`config.mk`:
```
export PLATFORM = sky130hd
export DESIGN_NAME = mem_port
export DESIGN_NICKNAME = d
export VERILOG_FILES = /design/src/rtl/mem_port.sv
export SDC_FILE = /design/constraint.sdc
export NUM_CORES = 1
export LEC_CHECK = 0
export CORE_ASPECT_RATIO = 1.4
export CORE_UTILIZATION = 44
export CTS_CLUSTER_DIAMETER = 80
export DETAILED_ROUTE_END_ITERATION = 6
export PLACE_DENSITY = 0.95
export SLEW_MARGIN = 0
export SYNTH_ARGS = -nofsm -noshare
export SYNTH_HDL_FRONTEND = slang
export SYNTH_SLANG_ARGS = --single-unit
```
`constraint.sdc`:
```
create_clock -name clk -period 3.1 [get_ports clk]
set_clock_uncertainty 0.15 [all_clocks]
set_input_delay 0.465 -clock clk [delete_from_list [all_inputs] [get_ports clk]]
set_output_delay 0.465 -clock clk [all_outputs]
set_load 0.05 [all_outputs]
```
`src/rtl/mem_port.sv`:
```
// mem_port: single-transaction bridge between a processor data register and a
// synchronous RAM with a fixed read latency. One read or one write is in flight
// at a time; requests arriving while busy are dropped, not queued.
//
// Parameters
//   ADDR_W    address width in bits
//   READ_LAT  cycles from RAM request to valid ram_rdata (1..4)
//
// Ports
//   clk        in   system clock, rising edge
//   reset      in   synchronous active-high reset
//   rd_req     in   read request, sampled only while idle
//   wr_req     in   write request, sampled only while idle (wins over rd_req)
//   addr       in   processor address, captured at the start edge
//   dr_data    in   write data, captured at the start edge
//   mem_bus    out  last completed read value (registered)
//   busy       out  transaction in progress
//   done       out  one-cycle completion pulse
//   req_err    out  one-cycle pulse when rd_req and wr_req collide
//   ram_en     out  RAM enable
//   ram_we     out  RAM write enable
//   ram_addr   out  RAM address
//   ram_wdata  out  RAM write data
//   ram_rdata  in   RAM read data
module mem_port #(
    parameter int ADDR_W   = 16,
    parameter int READ_LAT = 2
) (
    input  logic              clk,
    input  logic              reset,
    input  logic              rd_req,
    input  logic              wr_req,
    input  logic [ADDR_W-1:0] addr,
    input  logic [7:0]        dr_data,
    output logic [7:0]        mem_bus,
    output logic              busy,
    output logic              done,
    output logic              req_err,
    output logic              ram_en,
    output logic              ram_we,
    output logic [ADDR_W-1:0] ram_addr,
    output logic [7:0]        ram_wdata,
    input  logic [7:0]        ram_rdata
);

    typedef enum logic [1:0] {
        IDLE,
        RD_WAIT,
        WR
    } state_t;

    state_t            state_q, state_d;
    logic [2:0]        cnt_q, cnt_d;
    logic [7:0]        memBus_q, memBus_d;
    logic              busy_q, busy_d;
    logic              done_q, done_d;
    logic              reqErr_q, reqErr_d;
    logic              ramEn_q, ramEn_d;
    logic              ramWe_q, ramWe_d;
    logic [ADDR_W-1:0] ramAddr_q, ramAddr_d;
    logic [7:0]        ramWdata_q, ramWdata_d;

    // Next-state and output logic. Every output is produced here as a register
    // input, so the pins never carry combinational paths from the inputs.
    // The wait counter is loaded with READ_LAT at the start edge and the read
    // completes on the edge where it still holds 1, giving exactly READ_LAT
    // edges between the request edge and the mem_bus update.
    always_comb begin
        state_d    = state_q;
        cnt_d      = cnt_q;
        memBus_d   = memBus_q;
        busy_d     = busy_q;
        done_d     = 1'b0;
        reqErr_d   = 1'b0;
        ramEn_d    = ramEn_q;
        ramWe_d    = ramWe_q;
        ramAddr_d  = ramAddr_q;
        ramWdata_d = ramWdata_q;

        case (state_q)
            IDLE: begin
                // A write wins a collision; the read is dropped and flagged.
                if (wr_req) begin
                    ramAddr_d  = addr;
                    ramWdata_d = dr_data;
                    ramEn_d    = 1'b1;
                    ramWe_d    = 1'b1;
                    busy_d     = 1'b1;
                    reqErr_d   = rd_req;
                    state_d    = WR;
                end else if (rd_req) begin
                    ramAddr_d  = addr;
                    ramEn_d    = 1'b1;
                    busy_d     = 1'b1;
                    cnt_d      = 3'(READ_LAT);
                    state_d    = RD_WAIT;
                end
            end

            RD_WAIT: begin
                if (cnt_q == 3'd1) begin
                    memBus_d = ram_rdata;
                    busy_d   = 1'b0;
                    ramEn_d  = 1'b0;
                    done_d   = 1'b1;
                    state_d  = IDLE;
                end else begin
                    cnt_d = cnt_q - 3'd1;
                end
            end

            WR: begin
                ramEn_d = 1'b0;
                ramWe_d = 1'b0;
                busy_d  = 1'b0;
                done_d  = 1'b1;
                state_d = IDLE;
            end

            default: begin
                busy_d  = 1'b0;
                ramEn_d = 1'b0;
                ramWe_d = 1'b0;
                state_d = IDLE;
            end
        endcase
    end

    // State and output registers. Reset abandons any transaction in flight
    // without a done pulse and drops ram_we at the same edge.
    always_ff @(posedge clk) begin
        if (reset) begin
            state_q    <= IDLE;
            cnt_q      <= 3'd0;
            memBus_q   <= 8'd0;
            busy_q     <= 1'b0;
            done_q     <= 1'b0;
            reqErr_q   <= 1'b0;
            ramEn_q    <= 1'b0;
            ramWe_q    <= 1'b0;
            ramAddr_q  <= '0;
            ramWdata_q <= 8'd0;
        end else begin
            state_q    <= state_d;
            cnt_q      <= cnt_d;
            memBus_q   <= memBus_d;
            busy_q     <= busy_d;
            done_q     <= done_d;
            reqErr_q   <= reqErr_d;
            ramEn_q    <= ramEn_d;
            ramWe_q    <= ramWe_d;
            ramAddr_q  <= ramAddr_d;
            ramWdata_q <= ramWdata_d;
        end
    end

    assign mem_bus   = memBus_q;
    assign busy      = busy_q;
    assign done      = done_q;
    assign req_err   = reqErr_q;
    assign ram_en    = ramEn_q;
    assign ram_we    = ramWe_q;
    assign ram_addr  = ramAddr_q;
    assign ram_wdata = ramWdata_q;

endmodule
```
### Word-level counts from Yosys, hierarchy flattened

Cells that the tools add are included.

* bitwise logic cells: 3
* equality and inequality tests: 9
* add/sub/neg operators: 1
* muxes and demuxes: 18
* reduce and logical (&&, ||, !) cells: 10

Operator list (count)
* $mux W16: 2
* $ne A2 B2 Y1 const B: 5
* $reduce_and A2 Y1: 5
* $mux W3: 3
* $mux W2: 3
* $pmux W1 S2: 3
* $pmux W3 S2: 1
* $mux W1: 5
* $pmux W2 S2: 1
* $reduce_and A4 Y1: 1
* $reduce_bool A2 Y1: 2
* $eq A3 B1 Y1 const B: 1
* $ne A3 B3 Y1 const B: 1
* $not A1 Y1: 3
* $reduce_or A3 Y1: 1
* $sub A3 B1 Y3 const B: 1
* $eq A2 B1 Y1 const B: 1
* $eq A2 B2 Y1 const B: 1
* $logic_not A2 Y1: 1

* bits in registers: 41
* output and inout bits: 37
* word-level logic and storage cells: 50

### Depth between registers and ports, before layout

Gate-level depths: netlist (run 1).

* depth after elaboration: 3
* gate-level depth with buffers: 7

### Worst setup path before layout (run 1)

No wires, ideal clock.

* kind: register to register
* start: register state_q[1]
* end: register cnt_q[1]
* buffers on the path: 1
* stages on the path, launching flop included: 8
* path slack: 1.481 ns
* period minus slack after synthesis: 1.619 ns
* data arrival time: 1.378 ns
* library setup time: 0.091 ns
* path through: dfxtp_1 > inv_1 > ha_1 > and3b_1 > buf_6 > nor3_4 > nor2_1 > a311oi_1

* cells in the longest elaborated chain, start to end: 3
* elaborated cells on any way between the ends: 8

Ends and longest elaborated chain
* start: declaration: line 52 `state_t state_q, state_d;`
* start signal: assignment: line 144 `state_q <= state_d;`
* $eq A2 B1 Y1 or $logic_not A2 Y1 (tied branches): line 80 `case (state_q)`
* $ne A2 B2 Y1 (no line) or $reduce_bool A2 Y1 (tied branches)
* $reduce_and A4 Y1 (no line)
* end signal: assignment: line 145 `cnt_q <= cnt_d;`
* end: declaration: line 53 `logic [2:0] cnt_q, cnt_d;`

Parallel ways exist; a longest one is shown, timed or not.
A chain may end at the register's enable or synchronous reset.

==> impl_metrics.tcl, run 1 <==
set metrics [dict create \
    grt_max_degree 24 \
    synth_top_cell_by_area "dfxtp_1" \
    synthArstFlopShare_pct 0 \
    dr.pass1.iters 4 \
    avgSynthCellArea_um2 8.71 \
    worstSkewPairLatency_ns 0.29 \
    arrival_ns 1.45 \
    fmax_mhz 483 \
    grt_pass1_wl_um 5840 \
    fp.dieH_um 73.2 \
    htreeDepth 2 \
    dieArea_um2 3870 \
    drive_above_1_share_pct 4.67 \
    num_antenna_cells 0 \
    drc_errors 0 \
    hold_buffers 0 \
    vias 1483 \
    cts-resized-gates 0 \
    synthTopCellsByArea "dfxtp_1 51%, nand2_1 12%, a21oi_1 8.5%" \
    syn_to_final_growth_pct 54.0 \
    seq_area_frac_synth_pct 51.5 \
    rsz0062_at_grt "false" \
    cp_num_buf_inv 1 \
    yosysWarningCount 0 \
    cts_made_buffers 5 \
    core_area_um2 3410 \
    ir_drop_uv 450 \
    synthFlopType "dfxtp_1" \
    numClockSinks 41 \
    period_minus_slack_ns 2.07 \
    grt_pass1_vias 1360 \
    hold-path-endpoint "ram_wdata[7]" \
    cts-root-buf "clkbuf_8" \
    wl_per_cell_um 12.6 \
    cpMaxStageDelayCell "clkdlybuf4s50_1" \
    ant_nets 0 \
    start_util_pct 46.8 \
    hpwl_um 2740 \
    r2r_slack_ns 1.16 \
    critPathKind "reg -> out" \
    antenna_found_initial 0 \
    r2r_end "cnt_q[1]" \
    clkTransAtPathRegs_ns 0.08 \
    nNetsFinal 298 \
    gp_congestion 0.840 \
    min_from "ram_wdata[7]" \
    synth_edf_count 0 \
    holdWs_ns 0.307 \
    relSlewSlack_pct 59.5 \
    cellLeakagePower_nw 0.956 \
    die_w_um 52.9 \
    finalMaxSlewViolations 0 \
    utilization_pct 72.0 \
    path_cells "clkdlybuf4s50_1" \
    synth_cell_type_count 29 \
    track_usage_pct 20.7 \
    synth_top_cell_area_share_pct 51.5 \
    r2r-start "state_q[1]" \
    synth_area_um2 1590 \
    powerDensity_nw_per_um2 575 \
    status "finished clean" \
    hold_viol_final 0 \
    hp-class "reg -> reg" \
    critPathMaxFanout 3 \
    io_pins 73 \
    drtIter0Drc 37 \
    worstMarginPinSlew_ns 0.607 \
    yosysMostFrequentCell "nand2_1" \
    cp_data_required_time_ns 2.48 \
    fin_setup_tns_ns 0 \
    clock_path_buffers 2 \
    synth_seq_cells 41 \
    setup_violations 0 \
    finalWirelength_um 3750 \
    post_cts_buffers 0 \
    port_buffers 72 \
    grt_remaining_overflow 0 \
    rows 25 \
    start_kind "register" \
    r2r_cells 5 \
    end_kind "output pin" \
    maxCapViolCount 0 \
    hold-path-cell-count 2 \
    syn_nets 225 \
    vias_per_cell 4.99 \
    cts_tree "built" \
    fin_crit_sh_pct 66.8 \
    synth_common_cells "50 x nand2_1, 41 x dfxtp_1, 27 x a21oi_1" \
    cp_top_family "buffers and inverters" \
    syn_inst 183 \
    critPathMaxStageDelay_ns 0.81 \
]
-- cell type report --
| cell class | count | area (µm²) |
|---|---|---|
| clock inverter | 1 | 30.0 |
| tap | 40 | 50.0 |
| multi-input combinational | 126 | 698 |
| clock buffer | 7 | 86.3 |
| sequential | 41 | 821 |
| fill | 233 | 955 |
| timing repair buffer | 75 | 743 |
| inverter | 7 | 26.3 |
-- cell usage in the layout (no fill, tap or decap), types with 2 or more instances in the layout --
master	count
a21oi_1	27
buf_4	3
clkbuf_8	6
clkdlybuf4s50_1	72
dfxtp_1	41
ha_1	6
inv_1	7
mux2i_1	10
nand2_1	50
nand2b_1	2
nor2_1	14
o21ai_0	2
-- worst max path at each step --
stage | endpoint | start | cells past startpoint
final | busy | ram_en | 1
after global routing | busy | ram_en | 1
after CTS | busy | ram_en | 1
after detailed placement | cnt_q[1] | wr_req | 5
after global placement | cnt_q[1] | wr_req | 4
after floorplan | cnt_q[1] | state_q[1] | 7
-- metrics by stage --
stage / instance area (µm²) / power (mW) / instances / setup slack, ns
5_1_grt: 2450 / 1.47 / 297 / 0.972
6_report: 2450 / 1.41 / 297 / 1.03
3_3_place_gp: 2340 / 0.974 / 289 / 1.01
3_5_place_dp: 2340 / 0.983 / 289 / 0.980
2_1_floorplan: 1590 / 0.842 / 183 / 1.48
4_1_cts: 2450 / 1.42 / 297 / 1.01
-- power by group --
part	leakage (nW)	switching, mW	total (mW)	internal [mW]
sequential	0.336	0.0201	0.586	0.566
clock	0.0585	0.180	0.442	0.263
combinational	0.562	0.238	0.384	0.146
-- sequential cells by signal, indices dropped and copies added (netlist names) --
signal and flops:
ram_wdata 8, ram_we 1, mem_bus 8, state_q 2
done 1, ram_en 1, cnt_q 3, req_err 1
ram_addr 16
-- kinds of logic (layout without fill, tap and decap cells) --
kind of cell	Yosys count	after routing	share of synthesized area (%)
AND/OR/NAND/NOR	73	73	19.6
buffers and inverters	16	90	4.71
adder cells (fa/ha/maj)	6	6	4.71
multiplexers	10	10	6.28
AO/OA/AOI/OAI	37	37	13.2
flip-flops	41	41	51.5
-- layer usage --
metal  up-vias  track usage (%)  share of wire [%]
li1        747                -                  -
met1       663             21.2                 39
met2        66             36.6                 51
met3         7             7.50                8.7
met4         0             9.36                1.4
met5         -                0                  0
(Power assumes the default switching activity.)
==> inputs of run 2 (changes only) <==
- CORE_UTILIZATION: 44 -> 41
- PLACE_DENSITY: 0.95 -> 0.9
- clock period: 3.1 -> 2.09 ns (I/O delays scaled with it)
==> impl_metrics.tcl, run 2 (synthesized netlist as in run 1, its figures left out) <==
set metrics [dict create \
    die_w_um 54.7 \
    hold_viol_final 0 \
    powerDensity_nw_per_um2 842 \
    end_kind "output pin" \
    htreeDepth 2 \
    layout_commonest_cell "clkdlybuf4s50_1" \
    post_cts_buffers 0 \
    track_usage_pct 19.6 \
    cpMaxStageDelayCell "clkdlybuf4s50_1" \
    cts-root-buf "clkbuf_8" \
    critPathMaxStageDelay_ns 0.82 \
    num_antenna_cells 0 \
    cts-resized-gates 0 \
    rows 26 \
    largest_register_ffs 16 \
    finalMaxSlewViolations 0 \
    clock_path_buffers 2 \
    grt_max_degree 17 \
    cts_made_buffers 5 \
    relSlewSlack_pct 66.0 \
    cp_top_family "buffers and inverters" \
    cts_tree "built" \
    syn_to_final_growth_pct 57.2 \
    nNetsFinal 304 \
    critPathKind "reg -> out" \
    rsz0062_at_grt "false" \
    start_util_pct 43.4 \
    fmax_mhz 520 \
    hpwl_um 2740 \
    cp_num_buf_inv 1 \
    fin_crit_sh_pct 91.9 \
    clkTransAtPathRegs_ns 0.08 \
    grt_remaining_overflow 0 \
    wl_per_cell_um 12.2 \
    drc_errors 0 \
    path_cells "clkdlybuf4s50_1" \
    maxCapViolCount 0 \
    dr.pass1.iters 4 \
    core_area_um2 3680 \
    hp-class "reg -> reg" \
    ir_drop_uv 549 \
    dieArea_um2 4140 \
    worstMarginPinSlew_ns 0.508 \
    grt_pass1_vias 1435 \
    fp.dieH_um 75.8 \
    period_minus_slack_ns 1.92 \
    place_inst 297 \
    drive_above_1_share_pct 7.22 \
    port_buffers 72 \
    start_kind "register" \
    finalWirelength_um 3710 \
    grt_pass1_wl_um 5730 \
    arrival_ns 1.46 \
    status "finished clean" \
    numClockSinks 41 \
    antenna_found_initial 0 \
    instances_no_fill 305 \
    final.fill_count 309 \
    hold_buffers 0 \
    critPathMaxFanout 2 \
    vias 1491 \
    ant_nets 0 \
    holdWs_ns 0.304 \
    vias_per_cell 4.89 \
    layout_common_cells "72 x clkdlybuf4s50_1, 50 x nand2_1, 41 x dfxtp_1" \
    cellLeakagePower_nw 0.986 \
    setup_violations 0 \
    worstSkewPairLatency_ns 0.29 \
    drtIter0Drc 38 \
    multi_input_area_um2 698 \
    regArea_um2 821 \
    cp_data_required_time_ns 1.63 \
    gp_congestion 0.805 \
    fin_setup_tns_ns 0 \
    io_pins 73 \
]
==> run 2: cell count changes in the layout (fill, tap and decap cells not counted) <==
| cell | previous run | this run |
|---|---|---|
| buf_4 | 3 | 9 |
| clkinvlp_4 | 0 | 1 |
| clkbuf_1 | 1 | 0 |
==> run 2: stage by stage <==
stage | setup WS, ns | power (mW) | util (%) | instance area (µm²)
2_1_floorplan | 0.471 | 1.25 | - | 1590
3_3_place_gp | 0.305 | 1.46 | 64.9 | 2390
6_report | 0.168 | 2.11 | 68.2 | 2510
5_1_grt | 0.110 | 2.22 | 68.2 | 2510
4_1_cts | 0.154 | 2.13 | 68.2 | 2510
3_5_place_dp | 0.239 | 1.47 | 64.9 | 2390
==> run 2: routing by layer <==
metal	global-route usage, %	vias up	routed length (µm)
met4	8.55	0	65
met2	37.9	63	1920
met5	0	-	0
met1	18.1	661	1420
li1	-	760	-
met3	5.59	7	297
==> run 2: area by class of cell <==
| cell class | instances | area share [%] |
|---|---|---|
| Clock buffer | 6 | 3.30 |
| Clock inverter | 2 | 1.50 |
| Inverter | 7 | 1.05 |
| Multi-Input combinational cell | 126 | 27.9 |
| Sequential cell | 41 | 32.8 |
| Tap cell | 42 | 2.10 |
| Timing Repair Buffer | 81 | 31.5 |
==> run 2: path summary, 6_finish.rpt <==
kind	start	cells after the start	slack [ns]	to
hold / removal	ram_addr[3]	2	0.30	ram_addr[3]
setup / recovery	ram_addr[2]	1	0.17	ram_addr[2]
setup reg to reg	state_q[0]	5	0.34	cnt_q[1]
hold reg to reg	ram_addr[3]	2	0.30	ram_addr[3]
==> run 2: where the power goes <==
| group | internal (mW) | total (mW) | switching, mW | leakage, nW |
|---|---|---|---|---|
| clock | 0.388 | 0.657 | 0.269 | 0.0574 |
| combinational | 0.229 | 0.584 | 0.355 | 0.592 |
| sequential | 0.840 | 0.869 | 0.0297 | 0.336 |
